$ cat config.mk
export PLATFORM = sky130hd
export DESIGN_NAME = lsu_issue_buffer
export DESIGN_NICKNAME = d
export VERILOG_FILES = /design/src/rtl/lsu_issue_buffer.sv
export SDC_FILE = /design/constraint.sdc
export NUM_CORES = 1
export LEC_CHECK = 0
export CORE_MARGIN = 3
export CORE_UTILIZATION = 45
export DETAILED_ROUTE_END_ITERATION = 7
export GPL_TIMING_DRIVEN = 0
export PLACE_DENSITY = 0.66
export SYNTH_ARGS = -nofsm -noshare
export SYNTH_HDL_FRONTEND = slang
export SYNTH_SLANG_ARGS = --single-unit
export TNS_END_PERCENT = 50
$ cat constraint.sdc
create_clock -name clk -period 2.4 [get_ports clk]
set_input_delay 0.48 -clock clk [delete_from_list [all_inputs] [get_ports clk]]
set_output_delay 0.48 -clock clk [all_outputs]
set_load 0.01 [all_outputs]
$ cat src/rtl/lsu_issue_buffer.sv
// In-order issue buffer between the LSU reservation station and the load/store pipeline.
// Handshake: an entry moves to the LSU on a rising edge where lsu_valid && lsu_ready && !flush.
module lsu_issue_buffer #(
    parameter int DEPTH   = 4,
    parameter int ENTRY_W = 32,
    parameter int PTR_W   = $clog2(DEPTH)
) (
    input  logic               clk,
    input  logic               rst,
    input  logic               flush,
    input  logic [ENTRY_W-1:0] issue_instruction_ls,
    input  logic               issue_ls_valid,
    output logic               busy_lsu,
    output logic [ENTRY_W-1:0] lsu_instruction,
    output logic               lsu_valid,
    input  logic               lsu_ready,
    output logic               overflow_err,
    output logic [PTR_W:0]     occupancy
);

    localparam logic [PTR_W:0] C_DEPTH   = (PTR_W+1)'(DEPTH);
    localparam logic [PTR_W:0] C_BUSY_TH = (PTR_W+1)'(DEPTH - 1);

    logic [ENTRY_W-1:0] r_entry [DEPTH];
    logic [PTR_W-1:0]   r_wr_ptr;
    logic [PTR_W-1:0]   r_rd_ptr;
    logic [PTR_W:0]     r_count;
    logic               r_overflow;

    logic w_full;
    logic w_push;
    logic w_pop;

    assign w_full = (r_count == C_DEPTH);
    assign w_push = issue_ls_valid && !flush && !w_full;
    assign w_pop  = lsu_valid && lsu_ready && !flush;

    assign lsu_valid       = (r_count != '0);
    assign lsu_instruction = r_entry[r_rd_ptr];
    // Threshold at DEPTH-1 leaves room for the issue already in flight when busy rises.
    assign busy_lsu        = (r_count >= C_BUSY_TH);
    assign overflow_err    = r_overflow;
    assign occupancy       = r_count;

    always_ff @(posedge clk) begin
        if (w_push) begin
            r_entry[r_wr_ptr] <= issue_instruction_ls;
        end
    end

    always_ff @(posedge clk or negedge rst) begin
        if (!rst) begin
            r_wr_ptr <= '0;
            r_rd_ptr <= '0;
            r_count  <= '0;
        end else if (flush) begin
            r_wr_ptr <= '0;
            r_rd_ptr <= '0;
            r_count  <= '0;
        end else begin
            if (w_push) begin
                r_wr_ptr <= r_wr_ptr + 1'b1;
            end
            if (w_pop) begin
                r_rd_ptr <= r_rd_ptr + 1'b1;
            end
            case ({w_push, w_pop})
                2'b10:   r_count <= r_count + 1'b1;
                2'b01:   r_count <= r_count - 1'b1;
                default: r_count <= r_count;
            endcase
        end
    end

    // Sticky until reset; a flush does not hide that an issue was lost.
    always_ff @(posedge clk or negedge rst) begin
        if (!rst) begin
            r_overflow <= 1'b0;
        end else if (issue_ls_valid && !flush && w_full) begin
            r_overflow <= 1'b1;
        end
    end

endmodule

# Yosys cells after proc, flatten, opt, wreduce, memory -nomap -nowiden
# Memory sizes are Yosys's and may differ from the RTL's.
# Cells that the tools add are included.
[classes]
n_eq_ne = 3
reduce_logical = 11
order_cmp = 1
muxes = 8
addsub = 4
[ops]
columns = ["cell", "count"]
rows = [
  ["2-bit two-way mux", 4],
  ["3-bit case mux with 2 select lines", 1],
  ["3-bit nonzero test", 2],
  ["1-bit logical AND", 5],
  ["2-bit by 1-bit adder with 2-bit output (second input constant)", 2],
  ["2-bit nonzero test", 2],
  ["3-bit by 1-bit adder with 3-bit output (second input constant)", 1],
  ["3-bit equality test (second input constant)", 1],
  ["3-bit by 2-bit greater-or-equal comparator with 1-bit output (second input constant)", 1],
  ["3-bit two-way mux", 1],
  ["3-bit by 1-bit subtractor with 3-bit output (second input constant)", 1],
  ["2-bit by 1-bit equality test with 1-bit output (second input constant)", 1],
  ["2-bit equality test (second input constant)", 1],
  ["1-bit logical NOT", 2],
  ["1-bit two-way mux", 2],
]
[word_totals]
input_bits = 37
ram_bits = 128
out_inout_bits = 38
reg_bits = 8
n_memories = 1
elab_cells = 32
[memory_table]
columns = ["name", "depth", "word_bits", "read_ports", "rd_clocked_by_memory_dff", "write_ports", "line_no", "rtl"]
rows = [
  ["r_entry", 4, 32, 1, 0, 1, "24", "logic [ENTRY_W-1:0] r_entry [DEPTH];"],
]

# Logic depth before layout (Yosys ltp)
[depth]
ltp_word = 6
mapped_depth = 7
mapped_depth_nobuf = 6

# Least setup slack after synthesis
# No wires, ideal clock.
[synth_timing]
path_type = "reg-to-reg"
startpoint = "register r_count[2] (netlist: occupancy[2])"
endpoint = "memory r_entry[0][0] (enable)"
path_stages_with_launch = 4
setup_time_ps = 392
t_arrival_ps = 1742
required_time_ps = 2008
setup_slack_ps = 266
period_less_slack_ps = 2134
path_cell_list = "dfrtp_1 > nor3b_1 > nor3_1 > and2_1"
[synth_via]
elab_chain_len = 5
[synth_lines]
columns = ["item", "line_no", "rtl"]
rows = [
  ["start, declared", "27", "logic [PTR_W:0] r_count;"],
  ["start signal, assigned", "68", "2'b10: r_count <= r_count + 1'b1;"],
  ["start signal, assigned", "69", "2'b01: r_count <= r_count - 1'b1;"],
  ["start signal, assigned", "70", "default: r_count <= r_count;"],
  ["3-bit equality test", "34", "assign w_full = (r_count == C_DEPTH);"],
  ["1-bit logical NOT", "35", "assign w_push = issue_ls_valid && !flush && !w_full;"],
  ["1-bit logical AND", "35", ""],
  ["1-bit two-way mux", "46", "if (w_push) begin"],
  ["1-bit two-way mux (not written as such)", "47", "r_entry[r_wr_ptr] <= issue_instruction_ls;"],
  ["end, declared", "24", ""],
]
# Every way passes these cells.

# Final worst setup path
[layout_timing]
startpoint = "register r_rd_ptr[0]"
endpoint = "output lsu_instruction[27]"
[layout_via]
elab_chain_len = 1
[layout_lines]
columns = ["item", "line_no", "rtl"]
rows = [
  ["start, declared", "26", "logic [PTR_W-1:0] r_rd_ptr;"],
  ["start signal, assigned", "65", "r_rd_ptr <= r_rd_ptr + 1'b1;"],
  ["memory 4 x 32 bit", "n/a", ""],
  ["end, declared", "14", "output logic [ENTRY_W-1:0] lsu_instruction,"],
]
# Every way passes these cells.

==> out/qor.csv <==
metric;value;unit
Final setup viols;0;
final worst slack;0.0698;ns
initial antenna violation count;0;
CTS max path bufs;2;
Die Ht;114;um
initial core utilization;47.3;%
Synth Register Bits;136;
worst vdd ir;522;uV
Port Buffers;74;
TritonCTS clock tree;done;
Max FO, Critical Path;10;
CORE AREA;0.0111;mm2
status;finished clean;
Synth area leaders;edfxtp_1 73%, mux4_2 14%, dfrtp_1 3.8%;
H-tree depth;4;
placed cell areas;0.00618;mm2
Period minus WS final;2.33;ns
fin cells;486;
First-pass DRT Iterations;4;
CTS clock-pin slew for the worst setup and hold paths;0.06;ns
largest net degree at the start of global routing;33;
footprint of the multi-input gates;0.00112;mm2
share of layout cells above drive strength 1;25.1;%
syn_area_per_cell;22.1;um2
placed cells;452;
dominant synthesized flop cell;edfxtp_1;
wire per inst;19.0;um
vias per inst;5.25;
RSZ-0062 raised after global routing;true;
crit path cell chain;buf_6 -> buf_12 -> mux4_2 -> dlygate4sd2_1;
via count;2550;
Synth cell types;38;
Power Internal;4.52;mW
Crit. End Element;output port;
CP arrival;1.85;ns
Net Sw Frac;21.4;%
Worst Setup Start Kind;flop;
biggest area consumer among synthesized cells;edfxtp_1;
clk sinks;136;
Clock Latency Late Sink;0.42;ns
CP max-delay cell;mux4_2;
Power, Total;5.75;mW
total power per unit cell area;849;mW/mm2
Logic pwr share;11.6;%
vias in the first global route;2823;
Hold Path Class;input port to asynchronous set/reset pin;
Worst Skew;0.00895;ns
Mapped Area;0.00526;mm2
number of synthesized flops with an enable pin;128;
GRT Total Usage;15.9;%
sequential fraction of the synthesis area;76.9;%
Clock Power Share;41.3;%
Slew Limit Fails;0;
pre-CTS setup slack;-0.372;ns
cell count after synthesis;238;
WP buf/inv;3;
Worst Tran Pin Value;0.908;ns
Detail Placement HPWL;5.44;mm
FILL cells;824;
fin area;0.00678;mm2
Final Cycle Share;97.1;%
Layout area overhead;28.9;%
Congestion Overflow GR;0;
die area;0.0130;mm2
Post-synth ARST share;5.88;%
chip width;114;um
first-pass GRT wire length;15.0;mm
Crit path required time;1.92;ns
num ports;75;
post-route ant nets;0;
CTS Buf Count;17;
Final nets;375;
syn_nets;280;
drt first-iter violations;193;
share of power burned in registers;47.1;%
synth warn;0;
Slew Limit Headroom;39.4;%
Hold WS;0.363;ns
cell family with most CP delay;buffers and inverters;
Worst R2R Setup Slack;0.17;ns
most frequent cells in the layout;128 x edfxtp_1, 41 x clkdlybuf4s50_1, 32 x mux4_2;
number of diodes;0;
Largest stage delay, worst path;0.50;ns
commonest non-fill, non-tap cell in the layout;edfxtp_1;
root buffer cell;clkbuf_16;
register area;0.00404;mm2
Rows;38;
Static Leak;2.28;nW
GPL Wtd Cong;0.791;
final WL;9.26;mm
drc violations;0;
Fin. Hold Viols;0;
Max Cap Viol;0;
CP Class;flop to output port;
Psw;1.23;mW
Max Clock Freq;429;MHz
top cell type's share of synthesized area;73.1;%
## cell usage after synthesis, types with 2 or more instances
| cell type | count |
|---|---|
| or3b_1 | 2 |
| o31ai_1 | 2 |
| mux2_2 | 2 |
| edfxtp_1 | 128 |
| inv_1 | 5 |
| nand3_1 | 3 |
| ha_1 | 4 |
| clkbuf_1 | 2 |
| buf_2 | 7 |
| nor2_1 | 7 |
| buf_4 | 4 |
| and2_1 | 4 |
| dfrtp_1 | 8 |
| o21ai_0 | 3 |
| a21oi_1 | 2 |
| mux4_2 | 32 |
| xor2_1 | 2 |
## final timing paths
| check | from | to | depth (start not counted) |
|---|---|---|---|
| min in group clk | overflow_err$_DFFE_PN0P_ | overflow_err$_DFFE_PN0P_ | 2 |
| min reg2reg | overflow_err$_DFFE_PN0P_ | overflow_err$_DFFE_PN0P_ | 2 |
| min | rst | r_rd_ptr[1]$_DFFE_PN0P_ | 1 |
| max in group asynchronous | rst | r_rd_ptr[0]$_DFFE_PN0P_ | 1 |
| max | r_rd_ptr[0]$_DFFE_PN0P_ | lsu_instruction[27] | 4 |
| max reg2reg | occupancy[2]$_DFFE_PN0P_ | r_entry[3][14]$_DFFE_PP_ | 3 |
## cell families (layout without fill, tap and decap cells)
kind of cell / after synthesis / count (layout) / synth area share, %
flops: 136 / 136 / 76.9
mux: 34 / 34 / 14.1
simple gates: 24 / 24 / 2.67
buf+inv: 19 / 127 / 1.95
compound gates: 17 / 17 / 2.50
fa+ha+maj: 5 / 5 / 1.33
xor+xnor: 3 / 3 / 0.500
## layout make-up
| class | count | area share (%) |
|---|---|---|
| multi-input combinational | 83 | 16.5 |
| clock buffer | 23 | 6.91 |
| sequential | 136 | 59.7 |
| timing repair buffer | 77 | 11.0 |
| inverter | 5 | 0.277 |
| buffer | 13 | 1.90 |
| tap | 140 | 2.58 |
| clock inverter | 9 | 1.16 |
## flip-flops by register name, summed over array words and instances (netlist names)
signal and flops:
r_rd_ptr 2, overflow_err 1, occupancy 3, r_entry 128
r_wr_ptr 2
## power by group through the flow
stage               registers, mW  clock network (mW)  logic [mW]
floorplan                    2.75                   0       0.366
global placement             2.76                   0       0.689
detailed placement           2.76                   0       0.696
CTS                          2.71                2.42       0.675
global route                 2.72                2.52       0.731
finish                       2.71                2.37       0.670
## metrics by stage
step	utilization [%]	setup TNS, ns
after floorplan	-	0
after global placement	55.5	-117.23
after detailed placement	55.5	-46.19
after CTS	60.7	0
after global routing	60.9	-13.77
final	60.9	0
## per-layer routing
metal	routed length [um]	share of wire, %	GRT usage (%)
met1	3860	42	19.6
met2	4720	51	25.6
met3	524	5.7	5.23
met4	145	1.6	7.44
met5	0	0	0
## what timing repair did
item / CTS / global route
gates resized for setup: 46 / 20
hold buffers: 0 / 0
endpoints found under the setup margin: 33 / 148
setup buffers: 3 / 0
No activity file was read; power rests on OpenSTA's default activity.
==> RTL edit, RTL diff (same flow settings) <==
The parameter `ENTRY_W` goes from 32 to 48.
--- a/src/rtl/lsu_issue_buffer.sv
+++ b/src/rtl/lsu_issue_buffer.sv
@@ -2,7 +2,7 @@
 // Handshake: an entry moves to the LSU on a rising edge where lsu_valid && lsu_ready && !flush.
 module lsu_issue_buffer #(
     parameter int DEPTH   = 4,
-    parameter int ENTRY_W = 32,
+    parameter int ENTRY_W = 48,
     parameter int PTR_W   = $clog2(DEPTH)
 ) (
     input  logic               clk,
Interface: changed (resized issue_instruction_ls and lsu_instruction); port bits go from 75 to 107. The function was not compared with the original's and may differ.
==> RTL edit against the original RTL <==
The run now ends with negative setup slack left. Critical path depth is 1 lower. Sequential share of layout area up 2.1 points. Combinational power up 60%. Routed wire length is 49% higher. Clock power grew 12%. Sequential cell count is 64 higher. Worst setup slack got worse by 0.20 ns. Non-clock buffer count increased by 51. Core utilization down 1.2 points. Area after synthesis rose by 44%. Total power rose by 34%. Cell area grew 42%.
==> RTL edit: results (changes against the original RTL) <==
* Result of the run: complete, but fails checks (was finished clean)
* Violated checks: negative setup slack
* Largest net degree at the start of global routing at 49 (was 33)
* Post-synthesis mux area share at 0.146 (was 0.141)
* Top cells by instance count after synthesis: 192 x sky130_fd_sc_hd__edfxtp_1, 48 x sky130_fd_sc_hd__mux4_2, 8 x sky130_fd_sc_hd__dfrtp_1, 7 x sky130_fd_sc_hd__nor2_1, 6 x sky130_fd_sc_hd__buf_2 (was 128 x sky130_fd_sc_hd__edfxtp_1, 32 x sky130_fd_sc_hd__mux4_2, 8 x sky130_fd_sc_hd__dfrtp_1, 7 x sky130_fd_sc_hd__buf_2, 7 x sky130_fd_sc_hd__nor2_1)
* Wire length of the first global-routing pass at 21.8 mm (was 15.0 mm)
* Post-layout worst setup margin at -0.130 ns (was 0.0698 ns)
* Pre-CTS setup slack at -0.737 ns (was -0.372 ns)
* Adder-cell share of the synthesized area at 0.00927 (was 0.0133)
* Nets@finish at 522 (was 375)
* Vias in the first global route at 3921 (was 2823)
* Worst clock skew at 0.00633 ns (was 0.00895 ns)
* Synth async-reset ratio at 0.0400 (was 0.0588)
* Synth top area cells: sky130_fd_sc_hd__edfxtp_1 76%, sky130_fd_sc_hd__mux4_2 14%, sky130_fd_sc_hd__dfrtp_1 2.6% (was sky130_fd_sc_hd__edfxtp_1 73%, sky130_fd_sc_hd__mux4_2 14%, sky130_fd_sc_hd__dfrtp_1 3.8%)
* Xor/xnor cell area share of the yosys netlist at 0.00348 (was 0.00500)
* Setup Total Neg Slack at -0.130 ns (was 0 ns)
* Final HPWL DP at 8.30 mm (was 5.44 mm)
* Share of layout cells above drive strength 1 at 0.354 (was 0.251)
* Final setup violating endpoints at 1 (was 0)
* Total nets after synthesis at 379 (was 280)
* Cells resized by post-CTS repair at 207 (was 46)
* Cell leakage power at 3.21 nW (was 2.28 nW)
* Count of routing violations after the opening detailed-route iteration at 159 (was 193)
* Fill cell count at 1178 (was 824)
* Cell variety after synth at 40 (was 38)
* Tightest Pin Transition at 0.819 ns (was 0.908 ns)
* Worst EP arrival at 2.05 ns (was 1.85 ns)
* Number of enable-type register cells in the synthesized netlist at 192 (was 128)
* Post-CTS Setup Repair Bufs at 16 (was 3)
* IR drop worst, VDD at 493 uV (was 522 uV)
* Average detailed-routed wire length per instance at 19.9 um (was 19.0 um)
RTL edit: changes by cell type in the layout (fill, tap and decap cells not counted), moves of 3 or more:
cell,change
sky130_fd_sc_hd__edfxtp_1,+64
sky130_fd_sc_hd__buf_2,+26
sky130_fd_sc_hd__dlygate4sd2_1,-11
sky130_fd_sc_hd__inv_6,+3
sky130_fd_sc_hd__clkbuf_2,+5
sky130_fd_sc_hd__buf_6,+20
sky130_fd_sc_hd__mux4_2,+16
sky130_fd_sc_hd__clkdlybuf4s15_1,-17
sky130_fd_sc_hd__buf_12,+8
sky130_fd_sc_hd__clkdlybuf4s50_1,+17
RTL edit: layer usage:
layer | global-route usage | part of all wire | vias up
met5 | 0 | 0 | -
met1 | 0.211 | 0.42 | 1880
met3 | 0.0446 | 0.057 | 19
met2 | 0.261 | 0.51 | 108
met4 | 0.0521 | 0.016 | 0
li1 | - | - | 1639
RTL edit: logic make-up (layout without fill, tap and decap cells):
group | after synthesis | count (layout)
muxes | 50 | 50
adders and majority gates | 5 | 5
AOI/OAI and AO/OA | 17 | 17
DFF | 200 | 200
buffers and inverters | 22 | 178
xor gates and xnor gates | 3 | 3
and+or+nand+nor | 24 | 24
RTL edit: worst paths after layout:
check                           slack, ns              to  depth (start not counted)
worst min register to register       0.49    overflow_err                          2
worst max register to register       0.17  r_entry[0][26]                          4
min in group clk                     0.49    overflow_err                          2
worst max-delay path                -0.13       lsu_valid                          3
max in group asynchronous            1.73    occupancy[1]                          1
worst min-delay path                 0.36    overflow_err                          1
RTL edit: report_power, final:
part           leakage, nW  internal (mW)  total (mW)  switching [mW]
sequential            1.85           3.94        3.98          0.0343
combinational         1.09          0.614        1.07           0.456
clock                0.270           1.44        2.65            1.21
total                 3.21           6.00        7.70            1.70
RTL edit: worst max-delay path: stages, from the launching register on:
cell and delay [ns]:
sky130_fd_sc_hd__dfrtp_1 0.47, sky130_fd_sc_hd__buf_2 0.22, sky130_fd_sc_hd__or3_2 0.46, sky130_fd_sc_hd__clkdlybuf4s50_1 0.49
RTL edit: final cells by class:
cell class              instances  area [um^2]  area share
clock buffers                  19          433      0.0448
multi-input cells              99         1480       0.154
well taps                     216          270      0.0280
clock inverters                13          120      0.0124
plain buffers                  17          184      0.0191
repair buffers                124         1180       0.122
flip-flops and latches        200         5970       0.618
inverters                       5         18.8     0.00194
RTL edit: stage by stage:
step | instances | util | power [mW] | area (um^2) | hold WS, ns
4_1_cts | 693 | 0.597 | 7.79 | 9660 | 0.355
2_1_floorplan | 321 | - | 4.55 | 7560 | 0.184
3_5_place_dp | 645 | 0.552 | 5.04 | 8930 | 0.474
3_3_place_gp | 643 | 0.550 | 5.02 | 8890 | 0.469
5_1_grt | 693 | 0.597 | 7.99 | 9650 | 0.363
6_report | 693 | 0.597 | 7.70 | 9650 | 0.357
